File: src/rtl/regfile_pkg.sv
// Shared types and widths for the register-file write path.
// The mult/div return FIFO and the write arbiter both use these definitions.
package regfile_pkg;

  localparam int DATA_W = 32;
  localparam int ADDR_W = 5;

  localparam logic [ADDR_W-1:0] REG_ZERO = '0;

  typedef struct packed {
    logic [ADDR_W-1:0] regIdx;
    logic [DATA_W-1:0] data;
  } wr_req_t;

endpackage

File: src/rtl/md_return_fifo.sv
// Small synchronous FIFO for mult/div results waiting for the register-file write port.
// It exports per-slot valid bits and destination indices so the owner can run hazard lookups.
module md_return_fifo
  import regfile_pkg::*;
#(
  parameter int Q_DEPTH = 4
) (
  input  logic                            CLOCK,
  input  logic                            RESET,
  input  logic                            Push,
  input  wr_req_t                         PushEntry,
  input  logic                            Pop,
  output wr_req_t                         Head,
  output logic                            Full,
  output logic                            Empty,
  output logic [Q_DEPTH-1:0]              EntryValid,
  output logic [Q_DEPTH-1:0][ADDR_W-1:0]  EntryRegs
);

  localparam int PTR_W = (Q_DEPTH > 1) ? $clog2(Q_DEPTH) : 1;
  localparam int CNT_W = PTR_W + 1;

  wr_req_t          mem [Q_DEPTH];
  logic [PTR_W-1:0] wrPtr;
  logic [PTR_W-1:0] rdPtr;
  logic [CNT_W-1:0] count;
  logic             doPush;
  logic             doPop;

  assign Full   = (count == CNT_W'(Q_DEPTH));
  assign Empty  = (count == '0);
  assign doPush = Push & ~Full;
  assign doPop  = Pop & ~Empty;
  assign Head   = mem[rdPtr];

  // Entry storage carries data only, so it is not reset; occupancy is tracked by count.
  always_ff @(posedge CLOCK) begin
    if (doPush) mem[wrPtr] <= PushEntry;
  end

  always_ff @(posedge CLOCK or posedge RESET) begin
    if (RESET) begin
      wrPtr <= '0;
      rdPtr <= '0;
      count <= '0;
    end else begin
      if (doPush) wrPtr <= wrPtr + PTR_W'(1);
      if (doPop)  rdPtr <= rdPtr + PTR_W'(1);
      case ({doPush, doPop})
        2'b10:   count <= count + CNT_W'(1);
        2'b01:   count <= count - CNT_W'(1);
        default: count <= count;
      endcase
    end
  end

  // A slot is live when its distance from the read pointer is below the occupancy.
  always_comb begin
    logic [PTR_W-1:0] offs;
    offs       = '0;
    EntryValid = '0;
    EntryRegs  = '0;
    for (int i = 0; i < Q_DEPTH; i++) begin
      offs          = PTR_W'(i) - rdPtr;
      EntryValid[i] = ({1'b0, offs} < count);
      EntryRegs[i]  = mem[i].regIdx;
    end
  end

endmodule

File: src/rtl/regfile_write_arbiter.sv
// Arbitrates the register-file write port between writeback and the queued mult/div results,
// with a starvation-driven one-cycle stall and a pending-write lookup for the hazard unit.
module regfile_write_arbiter
  import regfile_pkg::*;
#(
  parameter int Q_DEPTH      = 4,
  parameter int STARVE_LIMIT = 3
) (
  input  logic              CLOCK,
  input  logic              RESET,
  input  logic              WB_Valid_IN,
  input  logic [ADDR_W-1:0] WB_Register_IN,
  input  logic [DATA_W-1:0] WB_Data_IN,
  input  logic              MD_Valid_IN,
  output logic              MD_Ready_OUT,
  input  logic [ADDR_W-1:0] MD_Register_IN,
  input  logic [DATA_W-1:0] MD_Data_IN,
  input  logic [ADDR_W-1:0] Query_Register_IN,
  output logic              QueryHit_OUT,
  output logic              Stall_OUT,
  output logic              WriteEnable_OUT,
  output logic [ADDR_W-1:0] WriteRegister_OUT,
  output logic [DATA_W-1:0] WriteData_OUT
);

  localparam int STV_W = $clog2(STARVE_LIMIT + 1);

  wr_req_t                        fifoHead;
  wr_req_t                        mdEntry;
  wr_req_t                        grantReq;
  logic                           fifoFull;
  logic                           fifoEmpty;
  logic [Q_DEPTH-1:0]             entryValid;
  logic [Q_DEPTH-1:0][ADDR_W-1:0] entryRegs;
  logic                           outOfReset_p0;
  logic                           grantFifo;
  logic                           grantWb;
  logic                           stallNext;
  logic [STV_W-1:0]               starveCnt_p0;
  logic [STV_W-1:0]               starveNext;

  // Ready is held low while in reset and for the edge that releases it.
  assign MD_Ready_OUT   = outOfReset_p0 & ~fifoFull;
  assign mdEntry.regIdx = MD_Register_IN;
  assign mdEntry.data   = MD_Data_IN;

  md_return_fifo #(.Q_DEPTH(Q_DEPTH)) uFifo (
    .CLOCK      (CLOCK),
    .RESET      (RESET),
    .Push       (MD_Valid_IN & MD_Ready_OUT),
    .PushEntry  (mdEntry),
    .Pop        (grantFifo),
    .Head       (fifoHead),
    .Full       (fifoFull),
    .Empty      (fifoEmpty),
    .EntryValid (entryValid),
    .EntryRegs  (entryRegs)
  );

  // During a stall the pipeline holds its writeback, so the queue head owns the port.
  always_comb begin
    grantWb   = ~Stall_OUT & WB_Valid_IN;
    grantFifo = ~fifoEmpty & ~grantWb;
    grantReq  = fifoHead;
    if (!grantFifo) begin
      grantReq.regIdx = WB_Register_IN;
      grantReq.data   = WB_Data_IN;
    end
  end

  always_comb begin
    starveNext = '0;
    stallNext  = 1'b0;
    if (!fifoEmpty && !grantFifo) begin
      if (starveCnt_p0 == STV_W'(STARVE_LIMIT - 1)) stallNext = 1'b1;
      else starveNext = starveCnt_p0 + STV_W'(1);
    end
  end

  always_comb begin
    QueryHit_OUT = 1'b0;
    for (int i = 0; i < Q_DEPTH; i++) begin
      if (entryValid[i] && (entryRegs[i] == Query_Register_IN)) QueryHit_OUT = 1'b1;
    end
    if (Query_Register_IN == REG_ZERO) QueryHit_OUT = 1'b0;
  end

  // p0 -> p1: grant result registered onto the register-file write port.
  always_ff @(posedge CLOCK or posedge RESET) begin
    if (RESET) begin
      outOfReset_p0     <= 1'b0;
      starveCnt_p0      <= '0;
      Stall_OUT         <= 1'b0;
      WriteEnable_OUT   <= 1'b0;
      WriteRegister_OUT <= '0;
      WriteData_OUT     <= '0;
    end else begin
      outOfReset_p0 <= 1'b1;
      starveCnt_p0  <= starveNext;
      Stall_OUT     <= stallNext;
      if (grantFifo || grantWb) begin
        WriteEnable_OUT   <= (grantReq.regIdx != REG_ZERO);
        WriteRegister_OUT <= grantReq.regIdx;
        WriteData_OUT     <= grantReq.data;
      end else begin
        WriteEnable_OUT <= 1'b0;
      end
    end
  end

endmodule

File: config.mk
export PLATFORM = sky130hd
export DESIGN_NAME = regfile_write_arbiter
export DESIGN_NICKNAME = d
export VERILOG_FILES = /design/src/rtl/regfile_pkg.sv /design/src/rtl/md_return_fifo.sv /design/src/rtl/regfile_write_arbiter.sv
export SDC_FILE = /design/constraint.sdc
export NUM_CORES = 1
export LEC_CHECK = 0
export CAP_MARGIN = 20
export CORE_MARGIN = 5
export CORE_UTILIZATION = 40
export CTS_CLUSTER_DIAMETER = 50
export DETAILED_ROUTE_END_ITERATION = 12
export SLEW_MARGIN = 20
export SYNTH_ARGS = -nofsm -noshare
export SYNTH_HDL_FRONTEND = slang
export SYNTH_SLANG_ARGS = --single-unit
File: constraint.sdc
create_clock -name CLOCK -period 2.7 [get_ports CLOCK]
set_input_delay 0.81 -clock CLOCK [delete_from_list [all_inputs] [get_ports CLOCK]]
set_output_delay 0.81 -clock CLOCK [all_outputs]
set_load 0.02 [all_outputs]
==> results.json, run 1 <==
{
  "yosysUniqueCellTypes": 33,
  "powerDensity_nw_per_um2": 968,
  "clockPowerShare": 0.256,
  "layout.area.seq_um2": 5670,
  "die_x_um": 151,
  "cts_buffer_depth": 2,
  "core_um2": 19600,
  "cts.root.buffer_cell": "clkbuf_16",
  "num_antenna_cells": 0,
  "crit_family": "compound AO/OA/AOI/OAI gates",
  "period_minus_slack_ns": 2.85,
  "worstMarginPinSlew_ns": 0.746,
  "post-route-period-util": 1.06,
  "cp.arrival_ns": 2.04,
  "vdd_drop_max_uv": 540,
  "outcome": "finished with violations",
  "routabilityCongestion": 0.912,
  "initial_core_util": 0.408,
  "dpl_cell_area_um2": 9730,
  "crit_type": "in2out",
  "yosysTopAreaCell": "edfxtp_1",
  "nNetsFinal": 699,
  "p_switching_uw": 3090,
  "num_vias": 4450,
  "grt_overflow": 0,
  "drc": 0,
  "ios": 124,
  "rsz0062_at_grt": "true",
  "synth_edf_count": 148,
  "max_stage_delay_ns": 0.40,
  "ys_warn_count": 0,
  "setup_ws_ns": -0.151,
  "async_flop_share": 0.249,
  "die_height_um": 151,
  "seq_area_frac_synth": 0.710,
  "cts_tree": "built",
  "h-tree-depth": 4,
  "place_inst": 852,
  "port_buffers": 123,
  "p_leak_uw": 0.00367,
  "grt_pass1_vias": 4835,
  "ant_nets": 0,
  "power_frac_seq": 0.399,
  "crit_path_end_kind": "primary output",
  "post_drt_wl_per_cell_um": 18.9,
  "final_common_cell": "edfxtp_1",
  "track_usage": 0.156,
  "failed_checks": "setup timing",
  "synth_ff_type": "edfxtp_1",
  "cts_sinks": 197,
  "synth.top_cell.area_share": 0.556,
  "worstHoldPathType": "reg2reg",
  "r2r_slack_ns": 0.41,
  "total_power_uw": 10100,
  "ys_ff_latch": 197,
  "area_growth_pct": 30.5,
  "synth_top_cells_by_area": "edfxtp_1, dfrtp_1, mux4_2",
  "grt_pass1_wl_um": 26600,
  "insertion_delay_ns": 0.42,
  "path_clk_slew_ns": 0.07,
  "fill_cells": 1615,
  "layout_common_cells": "edfxtp_1, clkdlybuf4s50_1, dfrtp_1",
  "die_area_um2": 22900,
  "combPwrFrac": 0.346,
  "syn_nets": 554,
  "syn_avg_cell_area_um2": 17.3,
  "finalWirelength_um": 16700,
  "grt_max_degree": 76,
  "final_cell_area_um2": 10400,
  "drive_gt1_frac": 0.212,
  "drt_iter0_drc": 257,
  "p_int_uw": 7010,
  "row_count": 51,
  "fin_util": 0.532,
  "routed_via_density": 5.03,
  "critPathMostFrequentCell": "a21oi_2",
  "cp_slowest_cell": "a2111oi_4",
  "relSlewSlack": 0.503,
  "required_ns": 1.89,
  "synth_cells": 461,
  "clock_skew_ns": 0.00869,
  "slew_viol_final": 0,
  "multi_input_area_um2": 2280,
  "fmax_mhz": 351,
  "dp_hpwl_um": 11300,
  "syn_area_um2": 7990,
  "cts_made_buffers": 17,
  "swShare": 0.306,
  "firstDrtPassIters": 4,
  "max_cap_violations": 0,
  "cp.buffers_inverters": 2,
  "path_cells": "buf_2, xnor2_1, nand4_1, a2111oi_4, a21oi_2, a21oi_2, buf_4",
  "antenna_found_initial": 0,
  "final_cell_count_no_fill": 884,
  "hold_viol": 0,
  "cp_max_fo": 3,
  "setup-tns-final_ns": -0.151,
  "crit_path_start_kind": "input pin",
  "setup_viol": 1
}
## synth_stat cells, drive strengths merged, types with 5 or more instances
| library cell | instances |
|---|---|
| a21oi | 5 |
| buf | 13 |
| clkbuf | 14 |
| dfrtp | 49 |
| edfxtp | 148 |
| ha | 9 |
| inv | 11 |
| mux2i | 38 |
| mux4 | 37 |
| nand2 | 40 |
| o21ai | 40 |
| xnor2 | 12 |
| xor2 | 15 |
## final timing paths
| path | endpoint | cells after the start | from |
|---|---|---|---|
| max in group asynchronous | uFifo.rdPtr[1] | 3 | RESET |
| worst min register to register | starveCnt_p0[1] | 1 | starveCnt_p0[1] |
| worst max register to register | uFifo.count[2] | 11 | uFifo.count[2] |
| min in group asynchronous | WriteData_OUT[8] | 3 | RESET |
| worst min-delay path | starveCnt_p0[1] | 1 | starveCnt_p0[1] |
| worst max-delay path | QueryHit_OUT | 7 | Query_Register_IN[3] |
## power by group through the flow
stage          registers (uW)  logic (uW)  clock network (uW)
2_1_floorplan            4320        1910                   0
3_3_place_gp             4060        3400                   0
3_5_place_dp             4090        3440                   0
4_1_cts                  4030        3530                2650
5_1_grt                  4090        3790                2780
6_report                 4030        3490                2580
## kinds of logic (layout without fill, tap and decap cells)
group / after synthesis / in the layout / synth area share
other cells: 1 / 1 / 0.000469
xor+xnor: 27 / 27 / 0.0296
buf+inv: 38 / 196 / 0.0214
simple gates: 63 / 63 / 0.0368
flops: 197 / 197 / 0.710
mux: 75 / 75 / 0.152
fa+ha+maj: 10 / 10 / 0.0166
compound gates: 50 / 50 / 0.0337
## sequential cells by signal, indices dropped and copies added, names as in the netlist
signal and cells:
starveCnt_p0 2, WriteData_OUT 32, WriteEnable_OUT 1, WriteRegister_OUT 5, outOfReset_p0 1, Stall_OUT 1, uFifo.count 3, uFifo.rdPtr 2
uFifo.wrPtr 2, uFifo.mem 148
## metal layers
metal  part of all wire  global-route usage
met3              0.064              0.0467
met5                  0                   0
met2               0.50               0.253
met1               0.42               0.199
met4              0.018              0.0562
## layout make-up
cell class / instances / share of cell area
Sequential cell: 197 / 0.544
Multi-Input combinational cell: 226 / 0.219
Timing Repair Buffer: 153 / 0.143
Clock buffer: 18 / 0.0421
Tap cell: 265 / 0.0318
Clock inverter: 14 / 0.0166
Inverter: 11 / 0.00396
## what timing repair did
action | CTS | global route
gates resized for setup | 32 | 15
endpoints found under the setup margin | 2 | 1
hold buffers | 0 | 0
pin swaps | 10 | 12
cloned | 0 | 0
setup buffers | 0 | 0
## per-stage QoR
step | hold slack [ns] | worst slack (ns)
after global routing | 0.511 | -0.231
after CTS | 0.481 | -0.170
final | 0.477 | -0.151
after global placement | 0.437 | -0.906
after detailed placement | 0.464 | -1.02
after floorplan | 0.426 | 0.00852
Power figures use the tool's default switching activity.
==> inputs of run 2 (changes only) <==
==> constraint.sdc (replaced) <==
create_clock -name CLOCK -period 2.7 [get_ports CLOCK]
set_input_delay 0.54 -clock CLOCK [delete_from_list [all_inputs] [get_ports CLOCK]]
set_output_delay 0.54 -clock CLOCK [all_outputs]
set_load 0.02 [all_outputs]
==> results.json, run 2 (synthesized netlist as in run 1, its figures left out) <==
{
  "rr_endpoint": "WriteEnable_OUT",
  "setup-tns-final_ns": 0,
  "cp_max_fo": 5,
  "slew_viol_final": 0,
  "reg_top3": "uFifo.mem: 148 flops, WriteData_OUT: 32 flops, WriteRegister_OUT: 5 flops",
  "relSlewSlack": 0.505,
  "crit_path_end_kind": "primary output",
  "whs_path_depth": 1,
  "ant_nets": 0,
  "routabilityCongestion": 0.919,
  "initial_core_util": 0.408,
  "setup_viol": 0,
  "r2r_cells": 6,
  "cts_made_buffers": 17,
  "finalWirelength_um": 16800,
  "insertion_delay_ns": 0.42,
  "crit_path_start_kind": "input pin",
  "clock_skew_ns": 0.00867,
  "worstHoldPathType": "reg2reg",
  "grt_pass1_vias": 4668,
  "required_ns": 2.16,
  "p_leak_uw": 0.00362,
  "cts_tree": "built",
  "num_antenna_cells": 0,
  "dp_hpwl_um": 11100,
  "antenna_found_initial": 1,
  "die_height_um": 151,
  "cts_sinks": 197,
  "r2r-start": "uFifo.rdPtr[1]",
  "period_minus_slack_ns": 2.61,
  "path_clk_slew_ns": 0.07,
  "port_buffers": 123,
  "worstHoldEndpoint": "starveCnt_p0[1]",
  "row_count": 51,
  "whs_ns": 0.465,
  "track_usage": 0.152,
  "r2r_slack_ns": 0.38,
  "powerDensity_nw_per_um2": 969,
  "max_cap_violations": 0,
  "drive_gt1_frac": 0.170,
  "die_area_um2": 22900,
  "hold_viol": 0,
  "ios": 124,
  "crit_type": "in2out",
  "largest_reg_flops": 148,
  "routed_via_density": 5.01,
  "cp.arrival_ns": 2.07,
  "dpl_cell_area_um2": 9630,
  "area_growth_pct": 29.1,
  "final_common_cell": "edfxtp_1",
  "post_drt_wl_per_cell_um": 19.3,
  "num_vias": 4373,
  "final_cell_area_um2": 10300,
  "nNetsFinal": 688,
  "worstMarginPinSlew_ns": 0.743,
  "cts.root.buffer_cell": "clkbuf_16",
  "grt_overflow": 0,
  "holdCritStartpoint": "starveCnt_p0[1]",
  "firstDrtPassIters": 4,
  "core_um2": 19600,
  "layout_common_cells": "edfxtp_1, clkdlybuf4s50_1, dfrtp_1",
  "post-route-period-util": 0.967,
  "cts_buffer_depth": 2,
  "grt_pass1_wl_um": 26000,
  "regMostFlops": "uFifo.mem",
  "drc": 0,
  "die_x_um": 151,
  "h-tree-depth": 4,
  "vdd_drop_max_uv": 477,
  "grt_max_degree": 76,
  "fmax_mhz": 383,
  "outcome": "finished, final reports clean",
  "drt_iter0_drc": 207
}
## run 2: worst max-delay path by stage
stage                                     from  cells past startpoint            to  slack, ns
after CTS                       uFifo.rdPtr[1]                      7  QueryHit_OUT       0.03
after global placement    Query_Register_IN[2]                      7  QueryHit_OUT      -0.39
after detailed placement  Query_Register_IN[2]                      7  QueryHit_OUT      -0.55
final                     Query_Register_IN[2]                      7  QueryHit_OUT       0.09
after floorplan                 uFifo.rdPtr[0]                      9  QueryHit_OUT       0.05
after global routing          uFifo.mem[0][34]                      6  QueryHit_OUT     -0.007
## run 2: worst max-delay path: stages
cell,delay (ns)
dlygate4sd2_1,0.36
xnor2_1,0.16
nand4_1,0.21
a2111oi_4,0.41
a21oi_1,0.07
a21oi_1,0.16
buf_4,0.16
## run 2: power by group
part	internal [uW]	switching (uW)	leakage (uW)
sequential	3800	256	0.00193
combinational	1660	1710	0.00141
clock	1470	1100	0.000286
total	6930	3060	0.00362
## run 2: timing repair
item / CTS / global route
hold buffers: 0 / 0
gates resized for setup: 8 / 13
endpoints found under the setup margin: 1 / 1
pin swaps: 0 / 3
setup buffers: 0 / 2
## run 2: metal layers
layer | track usage | wire [um] | share of wire | vias to the layer above
li1 | - | - | - | 2025
met1 | 0.197 | 7330 | 0.44 | 2214
met2 | 0.248 | 8270 | 0.49 | 114
met3 | 0.0482 | 982 | 0.058 | 18
met4 | 0.0426 | 247 | 0.015 | 2
met5 | 0 | 13 | 0.00077 | -
## run 2: final cells by class
| type | count | area [um^2] |
|---|---|---|
| clock buffers | 17 | 425 |
| multi-input cells | 226 | 2210 |
| fillers | 1643 | 9270 |
| clock inverters | 14 | 176 |
| repair buffers | 142 | 1460 |
| well taps | 265 | 332 |
| flip-flops and latches | 197 | 5670 |
| inverters | 11 | 41.3 |
## run 2: through the flow
| stage | util | cells | setup WS [ns] | power [uW] |
|---|---|---|---|---|
| 2_1_floorplan | - | 461 | 0.0536 | 6190 |
| 3_3_place_gp | 0.492 | 839 | -0.391 | 7350 |
| 3_5_place_dp | 0.492 | 839 | -0.552 | 7410 |
| 4_1_cts | 0.523 | 870 | 0.0342 | 10000 |
| 5_1_grt | 0.527 | 872 | -0.00692 | 10500 |
| 6_report | 0.527 | 872 | 0.0886 | 9990 |
==> inputs of run 3 (changes only) <==
CORE_UTILIZATION = 48   (was 40)
CTS_CLUSTER_DIAMETER = 100   (was 50)
CTS_CLUSTER_SIZE = 14   (was default)
PLACE_DENSITY = 0.75   (was default)
==> results.json, run 3 (synthesized netlist as in run 1, its figures left out) <==
{
  "drt_iter0_drc": 233,
  "fmax_mhz": 385,
  "fin_util": 0.621,
  "final_cell_area_um2": 10200,
  "post_cts_buffers": 0,
  "crit_path_end_kind": "primary output",
  "die_area_um2": 19300,
  "track_usage": 0.174,
  "relSlewSlack": 0.499,
  "max_cap_violations": 0,
  "drc": 0,
  "nNetsFinal": 692,
  "cts_buffer_depth": 2,
  "reg_top3": "uFifo.mem: 148 flops, WriteData_OUT: 32 flops, WriteRegister_OUT: 5 flops",
  "ios": 124,
  "setup_viol": 0,
  "hold_viol": 0,
  "drive_gt1_frac": 0.175,
  "cts.root.buffer_cell": "clkbuf_16",
  "routabilityCongestion": 0.888,
  "grt_pass1_vias": 4836,
  "worstMarginPinSlew_ns": 0.751,
  "row_count": 47,
  "ant_nets": 0,
  "crit_type": "reg2out",
  "clock_skew_ns": 0.0165,
  "vdd_drop_max_uv": 480,
  "insertion_delay_ns": 0.43,
  "path_clk_slew_ns": 0.07,
  "layout_common_cells": "edfxtp_1, clkdlybuf4s50_1, dfrtp_1",
  "p_leak_uw": 0.00360,
  "powerDensity_nw_per_um2": 952,
  "cts_sinks": 197,
  "initial_core_util": 0.485,
  "cts_tree": "built",
  "multi_input_area_um2": 2190,
  "grt_pass1_wl_um": 26100,
  "num_vias": 4418,
  "whs_ns": 0.451,
  "die_x_um": 139,
  "area_growth_pct": 28.0,
  "rsz0062_at_grt": "false",
  "dp_hpwl_um": 10700,
  "crit_path_start_kind": "flip-flop",
  "required_ns": 2.16,
  "h-tree-depth": 4,
  "setup-tns-final_ns": 0,
  "regMostFlops": "uFifo.mem",
  "cp_max_fo": 2,
  "grt_overflow": 0,
  "fill_cells": 1186,
  "dpl_cell_area_um2": 9620,
  "routed_via_density": 5.31,
  "antenna_found_initial": 0,
  "final_common_cell": "edfxtp_1",
  "largest_reg_flops": 148,
  "num_antenna_cells": 0,
  "period_minus_slack_ns": 2.59,
  "layout.area.seq_um2": 5670,
  "post_drt_wl_per_cell_um": 19.5,
  "worstHoldPathType": "in2async",
  "port_buffers": 123,
  "core_um2": 16500,
  "finalWirelength_um": 16200,
  "grt_max_degree": 76,
  "cp.arrival_ns": 2.05,
  "slew_viol_final": 0,
  "cts_made_buffers": 17,
  "die_height_um": 139,
  "firstDrtPassIters": 4,
  "outcome": "finished, final reports clean",
  "post-route-period-util": 0.961
}
==> run 3: cell types whose count changed in the layout (fill, tap and decap cells not counted), moves of 2 or more <==
| cell | change |
|---|---|
| dlymetal6s2s_1 | -4 |
| dlygate4sd2_1 | +3 |
| clkinv_4 | +2 |
| clkinv_2 | +2 |
| clkinvlp_4 | -2 |
| clkbuf_16 | +3 |
| buf_4 | +5 |
| a2111oi_2 | +2 |
| inv_6 | -2 |
| clkbuf_1 | +2 |
| bufinv_16 | -3 |
==> run 3: worst max-delay path, cell delays in order, from the launching register on <==
cell	delay, ns
dfrtp_2	0.41
xor2_1	0.18
ha_1	0.17
nor2b_1	0.13
a2111oi_2	0.34
a21oi_1	0.08
a21oi_1	0.16
buf_4	0.16
==> run 3: path summary, 6_finish.rpt <==
kind                            slack, ns  cells after the start       startpoint                 to
worst min register to register       0.46                      1  starveCnt_p0[1]    starveCnt_p0[1]
worst max register to register       0.33                     10   uFifo.count[2]     uFifo.count[2]
worst max-delay path                 0.11                      7   uFifo.rdPtr[0]       QueryHit_OUT
min in group CLOCK                   0.46                      1  starveCnt_p0[1]    starveCnt_p0[1]
max in group asynchronous            1.60                      3            RESET   WriteData_OUT[6]
worst min-delay path                 0.45                      2            RESET  WriteData_OUT[13]
==> run 3: through the flow <==
stage	setup WS (ns)	power, uW	std cells
after floorplan	0.0536	6190	461
after detailed placement	-0.456	7390	800
after global routing	0.00674	10300	832
final	0.106	9740	832
after CTS	0.0758	9830	832
after global placement	-0.391	7300	800
==> run 3: power breakdown <==
| part | leakage, uW | switching (uW) | internal [uW] | total [uW] |
|---|---|---|---|---|
| Clock | 0.000289 | 1040 | 1370 | 2420 |
| Combinational | 0.00138 | 1660 | 1610 | 3270 |
| Sequential | 0.00193 | 252 | 3800 | 4050 |
| Total | 0.00360 | 2960 | 6790 | 9740 |
==> run 3: per-layer routing <==
layer / up-vias / track usage / wire (um) / part of all wire
li1: 2032 / - / - / -
met1: 2244 / 0.222 / 6750 / 0.42
met2: 121 / 0.292 / 8350 / 0.51
met3: 21 / 0.0452 / 875 / 0.054
met4: 0 / 0.0602 / 244 / 0.015
met5: - / 0 / 0 / 0
==> run 3: what timing repair did <==
action,CTS,global route
hold buffers,0,0
pin swaps,1,0
setup endpoints to repair,1,1
gates resized for setup,13,3
==> run 3: cell type report <==
type                       count  area share
clock buffer                  23      0.0510
clock inverter                 9     0.00648
inverter                      11     0.00404
multi-input combinational    226       0.214
sequential                   197       0.555
tap                          220      0.0269
timing repair buffer         146       0.143
